## src/rtl/key_pkg.sv

```systemverilog
// Shared definitions for the push-button scanner and the logic that consumes
// its key events.
package key_pkg;

  // Widest key code needed for the largest supported channel count (32).
  localparam int MAX_CODE_W = 5;

  // Width of the key index: ceil(log2(n_keys)), but never less than one bit.
  function automatic int code_width(input int n_keys);
    return (n_keys > 1) ? $clog2(n_keys) : 1;
  endfunction

  // One key event as seen by a consumer such as the mode-selection FSM.
  typedef struct packed {
    logic [MAX_CODE_W-1:0] code;
    logic                  valid;
    logic                  is_repeat;
    logic                  multi;
  } key_event_t;

endpackage

```

## src/rtl/key_debounce.sv

```systemverilog
// One button channel: a multi-flop synchroniser followed by a counter-based
// debouncer. The debounced level changes only after the synchronised input
// has disagreed with it for DEBOUNCE_CYCLES consecutive cycles.
module key_debounce #(
  parameter int SYNC_STAGES     = 2,
  parameter int DEBOUNCE_CYCLES = 4
) (
  input  logic clk,
  input  logic nrst,
  input  logic key_in,
  output logic db
);

  localparam int                CNT_W    = $clog2(DEBOUNCE_CYCLES + 1);
  localparam logic [CNT_W-1:0]  CNT_LAST = CNT_W'(DEBOUNCE_CYCLES - 1);

  logic [SYNC_STAGES-1:0] sync;
  logic [CNT_W-1:0]       cnt;
  logic                   s;

  assign s = sync[SYNC_STAGES-1];

  // Shift the raw asynchronous level through the synchroniser chain.
  always_ff @(posedge clk or negedge nrst) begin
    if (!nrst) begin
      sync <= '0;
    end else begin
      // NOTE: non-blocking assignments let every flop sample the pre-edge
      // value of its neighbour; blocking ones would collapse the chain.
      sync <= {sync[SYNC_STAGES-2:0], key_in};
    end
  end

  // Accept a new level only after it has persisted for the full window;
  // any return to the current level restarts the count, so it never wraps.
  always_ff @(posedge clk or negedge nrst) begin
    if (!nrst) begin
      db  <= 1'b0;
      cnt <= '0;
    end else if (s == db) begin
      cnt <= '0;
    end else if (cnt == CNT_LAST) begin
      db  <= s;
      cnt <= '0;
    end else begin
      cnt <= cnt + CNT_W'(1);
    end
  end

endmodule

```

## src/rtl/key_scanner.sv

```systemverilog
// Multi-channel push-button front end: per-channel sync and debounce,
// press-edge detection, lowest-index priority encoding into a one-cycle key
// strobe, and optional auto-repeat of the most recently reported key.
module key_scanner
  import key_pkg::*;
#(
  parameter  int N_KEYS          = 3,
  parameter  int SYNC_STAGES     = 2,
  parameter  int DEBOUNCE_CYCLES = 4,
  parameter  int REPEAT_CYCLES   = 0,
  localparam int CODE_W          = code_width(N_KEYS)
) (
  input  logic              clk,
  input  logic              nrst,
  input  logic [N_KEYS-1:0] keys_in,
  output logic [CODE_W-1:0] key_code,
  output logic              key_valid,
  output logic              key_repeat,
  output logic              multi_press,
  output logic [N_KEYS-1:0] keys_held
);

  localparam int               RPT_W    = (REPEAT_CYCLES > 1) ? $clog2(REPEAT_CYCLES) : 1;
  localparam logic [RPT_W-1:0] RPT_LAST = (REPEAT_CYCLES > 0) ? RPT_W'(REPEAT_CYCLES - 1) : '0;
  localparam bit               RPT_EN   = (REPEAT_CYCLES > 0);

  // Whether a reported key is currently being followed for auto-repeat.
  typedef enum logic {TRK_IDLE, TRK_HELD} trk_state_t;

  trk_state_t        trk_state, nxt_state;
  logic [CODE_W-1:0] tracked, nxt_tracked;
  logic [RPT_W-1:0]  rpt_cnt, nxt_rcnt;
  logic [CODE_W-1:0] nxt_code;
  logic              nxt_valid, nxt_repeat, nxt_multi;

  logic [N_KEYS-1:0] db, held_q, press;
  logic [CODE_W-1:0] first_idx;
  logic              multi, trk_level;

  for (genvar i = 0; i < N_KEYS; i++) begin : g_ch
    key_debounce #(
      .SYNC_STAGES     (SYNC_STAGES),
      .DEBOUNCE_CYCLES (DEBOUNCE_CYCLES)
    ) u_debounce (
      .clk    (clk),
      .nrst   (nrst),
      .key_in (keys_in[i]),
      .db     (db[i])
    );
  end

  // Rising edges of the registered debounced levels; releases are ignored.
  assign press = keys_held & ~held_q;

  // Priority-encode the press edges and look up the tracked key's level.
  always_comb begin
    // NOTE: every output of a combinational block gets a default first so
    // no path can leave it unassigned and infer a latch.
    first_idx = '0;
    trk_level = 1'b0;
    for (int i = N_KEYS - 1; i >= 0; i--) begin
      if (press[i]) first_idx = CODE_W'(i);
    end
    for (int i = 0; i < N_KEYS; i++) begin
      if (tracked == CODE_W'(i)) trk_level = keys_held[i];
    end
    multi = |(press & (press - N_KEYS'(1)));
  end

  // Next event and tracking state: a fresh press always wins over a repeat.
  always_comb begin
    nxt_state   = trk_state;
    nxt_tracked = tracked;
    nxt_rcnt    = rpt_cnt;
    nxt_code    = key_code;
    nxt_valid   = 1'b0;
    nxt_repeat  = 1'b0;
    nxt_multi   = 1'b0;
    if (|press) begin
      nxt_state   = TRK_HELD;
      nxt_tracked = first_idx;
      nxt_rcnt    = '0;
      nxt_code    = first_idx;
      nxt_valid   = 1'b1;
      nxt_multi   = multi;
    end else if (trk_state == TRK_HELD) begin
      if (!trk_level) begin
        nxt_state = TRK_IDLE;
        nxt_rcnt  = '0;
      end else if (RPT_EN) begin
        if (rpt_cnt == RPT_LAST) begin
          nxt_rcnt   = '0;
          nxt_code   = tracked;
          nxt_valid  = 1'b1;
          nxt_repeat = 1'b1;
        end else begin
          nxt_rcnt = rpt_cnt + RPT_W'(1);
        end
      end
    end
  end

  // Register all outputs and tracking state; nothing leaves combinationally.
  always_ff @(posedge clk or negedge nrst) begin
    if (!nrst) begin
      keys_held   <= '0;
      held_q      <= '0;
      trk_state   <= TRK_IDLE;
      tracked     <= '0;
      rpt_cnt     <= '0;
      key_code    <= '0;
      key_valid   <= 1'b0;
      key_repeat  <= 1'b0;
      multi_press <= 1'b0;
    end else begin
      keys_held   <= db;
      held_q      <= keys_held;
      trk_state   <= nxt_state;
      tracked     <= nxt_tracked;
      rpt_cnt     <= nxt_rcnt;
      key_code    <= nxt_code;
      key_valid   <= nxt_valid;
      key_repeat  <= nxt_repeat;
      multi_press <= nxt_multi;
    end
  end

endmodule

```

## config.mk

```make
export PLATFORM = sky130hd
export DESIGN_NAME = key_scanner
export DESIGN_NICKNAME = d
export VERILOG_FILES = /design/src/rtl/key_pkg.sv /design/src/rtl/key_debounce.sv /design/src/rtl/key_scanner.sv
export SDC_FILE = /design/constraint.sdc
export NUM_CORES = 1
export LEC_CHECK = 0
export ABC_AREA = 1
export ABC_CLOCK_PERIOD_IN_PS = 1200
export CAP_MARGIN = 20
export CORE_AREA = 3 3 47 49
export CTS_BUF_LIST = sky130_fd_sc_hd__clkbuf_8
export DETAILED_ROUTE_END_ITERATION = 10
export DIE_AREA = 0 0 50 52
export GPL_ROUTABILITY_DRIVEN = 1
export PLACE_DENSITY = 0.73
export SLEW_MARGIN = 10
export SYNTH_ARGS = -nofsm -noshare
export SYNTH_HDL_FRONTEND = slang
export SYNTH_SLANG_ARGS = --single-unit
```

## constraint.sdc

```tcl
create_clock -name clk -period 1.2 [get_ports clk]
set_input_delay 0.12 -clock clk [delete_from_list [all_inputs] [get_ports clk]]
set_output_delay 0.12 -clock clk [all_outputs]
set_load 0.01 [all_outputs]
```

==> results of run 1 <==
==> cell usage in the layout, fill, tap and decap left out, drive strengths merged <==
master | Yosys | routed
dfrtp | 28 | 28
nand2 | 21 | 21
inv | 12 | 12
nor2 | 11 | 11
dlygate4sd2 | 0 | 7
nand3 | 5 | 5
clkdlybuf4s50 | 0 | 4
xnor2 | 3 | 3
or2 | 3 | 3
ha | 3 | 3
clkbuf | 0 | 3
a21oi | 1 | 1
conb | 1 | 1
buf | 1 | 1
==> cell families after synthesis <==
family,Yosys count
AND/OR/NAND/NOR,40
adder cells (fa/ha/maj),3
other,1
buffers and inverters,13
AO/OA/AOI/OAI,1
flip-flops,28
XOR/XNOR,3
==> repair_timing <==
action                                  CTS  global route
gates resized for setup                   7             0
endpoints found under the setup margin    7             0
setup buffers                             0             0
==> stage by stage <==
step / instance area, um2 / worst slack, ps
2_1_floorplan: 990 / 267
3_3_place_gp: 1150 / 184
3_5_place_dp: 1150 / 175
4_1_cts: 1180 / 113
5_1_grt: 1180 / 82.1
6_report: 1180 / 123
==> routing by layer <==
layer	share of wire	routed length [um]	up-vias	track usage
li1	-	-	294	-
met1	0.47	631	272	0.128
met2	0.49	669	16	0.224
met3	0.038	52	0	0.0258
met4	0	0	0	0.0829
met5	0	0	-	0
==> sequential cells by signal (all words and copies together) (netlist names) <==
signal / count
multi_press: 1
g_ch.u_debounce.db: 3
held_q: 3
key_valid: 1
key_code: 2
keys_held: 3
g_ch.u_debounce.cnt: 9
g_ch.u_debounce.sync: 6
==> worst paths after layout <==
path                                             from                         end  slack [ps]  depth (start not counted)
max reg2reg                 g_ch[1].u_debounce.cnt[0]   g_ch[1].u_debounce.cnt[2]         200                          3
max in group asynchronous                        nrst                 multi_press         820                          2
min in group clk                           keys_in[1]  g_ch[1].u_debounce.sync[0]         290                          1
max                                      keys_held[1]                keys_held[1]         120                          1
min                                              nrst  g_ch[2].u_debounce.sync[1]         230                          2
min reg2reg                g_ch[1].u_debounce.sync[0]  g_ch[1].u_debounce.sync[1]         350                          0
==> where the power goes <==
part,internal (uW),switching (uW)
clock,224,247
sequential,1230,142
combinational,321,409
total,1770,798
==> cells in the mapped netlist <==
cell type,count
nand3_1,5
or2_0,3
a21oi_1,1
buf_4,1
nand2_1,21
conb_1,1
dfrtp_1,28
ha_1,3
nor2_1,11
xnor2_1,3
inv_1,12
==> area by class of cell <==
| type | count | share of cell area |
|---|---|---|
| sequential | 28 | 0.594 |
| multi-input combinational | 48 | 0.201 |
| clock buffer | 3 | 0.0350 |
| tap | 27 | 0.0287 |
| timing repair buffer | 12 | 0.103 |
| inverter | 12 | 0.0382 |
==> results by group, run 1 <==
Floorplanning
  • Initial Util: 0.520
  • Die area: 2600 um2
  • Core Rows: 16
  • Die Y-Extent: 52 um
  • Die X: 50 um
  • Placeable Area: 1900 um2
  • Total I/O pin count: 13

Timing
  • F_max: 929 MHz
  • Final setup TNS: 0 ps
  • Worst hold slack: 232 ps
  • Final-report setup violation count: 0
  • Pins over their slew limit: 0
  • Final min period: 1080 ps
  • RSZ-0062 raised after global routing: false
  • Hold Vio Cnt, Final: 0
  • Final worst-path cycle share: 0.897
  • Skew final: 1.22 ps

Critical path
  • Setup CP Type: reg -> out
  • Max stage delay on crit path: 400 ps
  • CP arrival: 960 ps
  • Crit end category: primary output
  • Crit path max-delay family: flip-flops
  • Required time worst endpoint: 1080 ps
  • Ordered list of cells on the worst path: dlygate4sd2_1
  • Worst-path fanout max: 4
  • Worst Setup Start Kind: flip-flop
  • Worst path bufs/invs: 1
  • Crit-path slowest cell: dfrtp_1

GRT
  • GRT Overall Usage: 0.124
  • First-pass GRT wire length: 2320 um
  • Overflow after GRT: 0
  • Largest net degree at the start of global routing: 29
  • Number of global-route vias before repair: 579
  • Antenna violations before repair: 0

Clock tree
  • Clock Path Buffers: 2
  • CTS sink cnt: 28
  • # hold bufs at CTS: 0
  • CTS H-Tree Depth: 1
  • Clk Latency, worst-skew pair: 260 ps
  • TritonCTS clock tree: done
  • CTS Buf Count: 3
  • Clock slew at reported path FFs: 80 ps
  • Clock root cell: clkbuf_8

Place
  • Placed insts: 127
  • Detailed-placement wirelength estimate: 1030 um
  • Final GP Congestion: 0.665
  • I/O Buffers: 11

Synth
  • Synth unique cells: 11
  • Seq/Total Area, Yosys: 0.708
  • Share of the synthesized area in the top cell type: 0.708
  • Area leader, netlist: dfrtp_1
  • Post-synthesis net count: 97
  • Top post-synthesis cells by area: dfrtp_1, nand2_1, inv_1
  • Main combinational cell family by area after synthesis: simple AND/OR/NAND/NOR gates
  • Synth Cell Area: 990 um2
  • Cell count after synthesis: 89
  • Xor/xnor share of the synthesized area: 0.0265
  • Post-synthesis compound-gate area fraction: 0.00506
  • Post-Synth Adder-Cell Area: 0.0379
  • Synth warn: 0
  • Mux cell area share after synthesis: 0
  • Yosys reg bits: 28
  • Simple-Gate Fraction of Synth Area: 0.166
  • Mean Syn Cell Area: 11.1 um2

Cells and area
  • Seq. cell area: 701 um2
  • Antenna Cells: 0
  • Share of layout cells above drive strength 1: 0.0388
  • Area of the multi-input gates: 236 um2
  • Final net count: 113
  • Area growth, synth to finish: 19.1%
  • Non-filler instance count after layout: 130
  • # fillers: 153
  • Final Util: 0.620

Route
  • Number of vias per cell: 4.48
  • Antenna Violating Nets Remaining: 0
  • DRT Wirelength: 1350 um
  • WL/cell: 10.4 um
  • Post-route DRC: 0
  • Detailed Route Iter0 Violations: 6
  • Pre-Repair DR Iteration Count: 4
  • Vias: 582

Min path
  • HP Class: in -> async

Power and ir drop
  • PwrDens: 2180 nW/um2
  • Leakage power: 0.000622 uW
  • Tot Pwr: 2570 uW
  • Peak supply drop: 1.04 mV

Run
  • Max Cap Viol: 0

Outcome
  • Status: completed
Note: power is estimated with default switching activity, not from simulation.
==> run 2: changes to the inputs <==
--- a/constraint.sdc
+++ b/constraint.sdc
@@ -3,2 +3,2 @@
 set_output_delay 0.12 -clock clk [all_outputs]
-set_load 0.01 [all_outputs]
+set_load 0.005 [all_outputs]
==> run 2 against run 1 <==
  * Die area did not move
  * Count of clock-buffer cells in the layout rose by 1
  * Non-clock buffer count rose by 2
  * Largest power group unchanged
  * Design area rose by 2.4%
  * Total power rose by 2.6%
==> results by group, run 2 (synthesis gave the netlist of run 1 again) <==
Outcome
  • Status: completed

GRT
  • GRT Overall Usage: 0.118
  • Overflow after GRT: 0
  • Number of global-route vias before repair: 563
  • Largest net degree at the start of global routing: 29
  • Antenna violations before repair: 0
  • First-pass GRT wire length: 2280 um

Route
  • Number of vias per cell: 4.41
  • Pre-Repair DR Iteration Count: 1
  • Antenna Violating Nets Remaining: 0
  • Post-route DRC: 0
  • Vias: 586
  • Detailed Route Iter0 Violations: 0
  • WL/cell: 9.77 um
  • DRT Wirelength: 1300 um

Power and ir drop
  • Peak supply drop: 1.09 mV
  • Leakage power: 0.000639 uW
  • Sequential cell fraction of total power: 0.517
  • Sw frac: 0.290
  • Clock share of power: 0.207
  • Int Pwr: 1880 uW
  • Comb pwr share: 0.275
  • NetSw: 765 uW
  • PwrDens: 2190 nW/um2

Clock tree
  • Clock slew at reported path FFs: 80 ps
  • Clk Latency, worst-skew pair: 260 ps
  • CTS H-Tree Depth: 1
  • CTS Buf Count: 3
  • TritonCTS clock tree: done
  • # hold bufs at CTS: 0
  • Clock root cell: clkbuf_8
  • CTS sink cnt: 28
  • Clock Path Buffers: 2

Place
  • Detailed-placement wirelength estimate: 948 um
  • Final GP Congestion: 0.657
  • I/O Buffers: 11
  • Placed insts: 127

Cells and area
  • Share of layout cells above drive strength 1: 0.0660
  • Top Registers: g_ch.u_debounce.cnt (9), g_ch.u_debounce.sync (6)
  • Biggest register: g_ch.u_debounce.cnt
  • Commonest non-fill, non-tap cells in the layout: dfrtp_1, nand2_1, inv_1
  • Area growth, synth to finish: 22.0%
  • Most common cell after layout, fill and taps aside: dfrtp_1
  • Non-filler instance count after layout: 133
  • Final net count: 115
  • Seq. cell area: 701 um2
  • Max reg flops: 9
  • Area of the multi-input gates: 236 um2
  • # fillers: 153
  • Antenna Cells: 0

Floorplanning
  • Total I/O pin count: 13
  • Placeable Area: 1900 um2
  • Die Y-Extent: 52 um
  • Die area: 2600 um2
  • Initial Util: 0.520
  • Core Rows: 16
  • Die X: 50 um

Timing
  • F_max: 963 MHz
  • Skew final: 1.52 ps
  • Final setup TNS: 0 ps
  • Final-report setup violation count: 0
  • Worst hold slack: 200 ps
  • Final worst-path cycle share: 0.866
  • RSZ-0062 raised after global routing: false
  • Hold Vio Cnt, Final: 0
  • Pins over their slew limit: 0
  • Final min period: 1040 ps

Critical path
  • Setup CP Type: reg -> out
  • Worst R2R End: g_ch[2].u_debounce.cnt[2]
  • Crit-path slowest cell: dfrtp_1
  • Ordered list of cells on the worst path: dlygate4sd2_1
  • Max stage delay on crit path: 390 ps
  • FF-to-FF path depth: 3
  • Required time worst endpoint: 1080 ps
  • Crit path max-delay family: flip-flops
  • CP arrival: 920 ps
  • Worst Setup Start Kind: flip-flop
  • Crit end category: primary output
  • Worst-path fanout max: 3
  • Worst path bufs/invs: 1
  • Critical R2R Launch: g_ch[2].u_debounce.cnt[0]
  • R2R setup slack: 190 ps

Run
  • Max Cap Viol: 0

Min path
  • HP Class: in -> async
[run 2: cell count changes in the layout (fill, tap and decap cells not counted)]
cell and change:
clkbuf_8 +1, buf_4 +2
[run 2: power groups by stage]
stage | logic, uW | registers, uW | clock network (uW)
after floorplan | 415 | 1390 | 0
after global placement | 730 | 1380 | 0
after detailed placement | 762 | 1410 | 0
after CTS | 746 | 1370 | 567
after global routing | 829 | 1400 | 616
final | 727 | 1370 | 548
[run 2: how the worst max path moves through the flow]
stage,start,endpoint,slack [ps],cells past startpoint
2_1_floorplan,g_ch[1].u_debounce.cnt[0],g_ch[1].u_debounce.cnt[2],270,3
3_3_place_gp,keys_held[1],keys_held[1],220,1
3_5_place_dp,g_ch[2].u_debounce.cnt[0],g_ch[2].u_debounce.cnt[2],210,3
4_1_cts,keys_held[0],keys_held[0],150,1
5_1_grt,key_code[1],key_code[1],120,1
6_report,keys_held[0],keys_held[0],160,1
[run 2: per-stage QoR]
| stage | util | power, uW | worst slack (ps) | instance area, um2 |
|---|---|---|---|---|
| floorplan | - | 1800 | 267 | 990 |
| global placement | 0.603 | 2110 | 224 | 1150 |
| detailed placement | 0.603 | 2170 | 206 | 1150 |
| CTS | 0.635 | 2680 | 152 | 1210 |
| global route | 0.635 | 2850 | 121 | 1210 |
| finish | 0.635 | 2640 | 161 | 1210 |
[run 2: per-layer routing]
metal  part of all wire  global-route usage
met5                  0                   0
met4             0.0054              0.0553
met3              0.052              0.0372
met2               0.47               0.202
met1               0.47               0.134
[run 2: final cells by class]
type	instances	share of cell area
Multi-Input combinational cell	48	0.196
Inverter	12	0.0373
Sequential cell	28	0.580
Tap cell	27	0.0280
Timing Repair Buffer	14	0.113
Clock buffer	4	0.0456
[run 2: what timing repair did]
action                                  4_1_cts  5_1_grt
endpoints found under the setup margin        7        0
resized for setup                             7        0
buffers inserted                              2        0
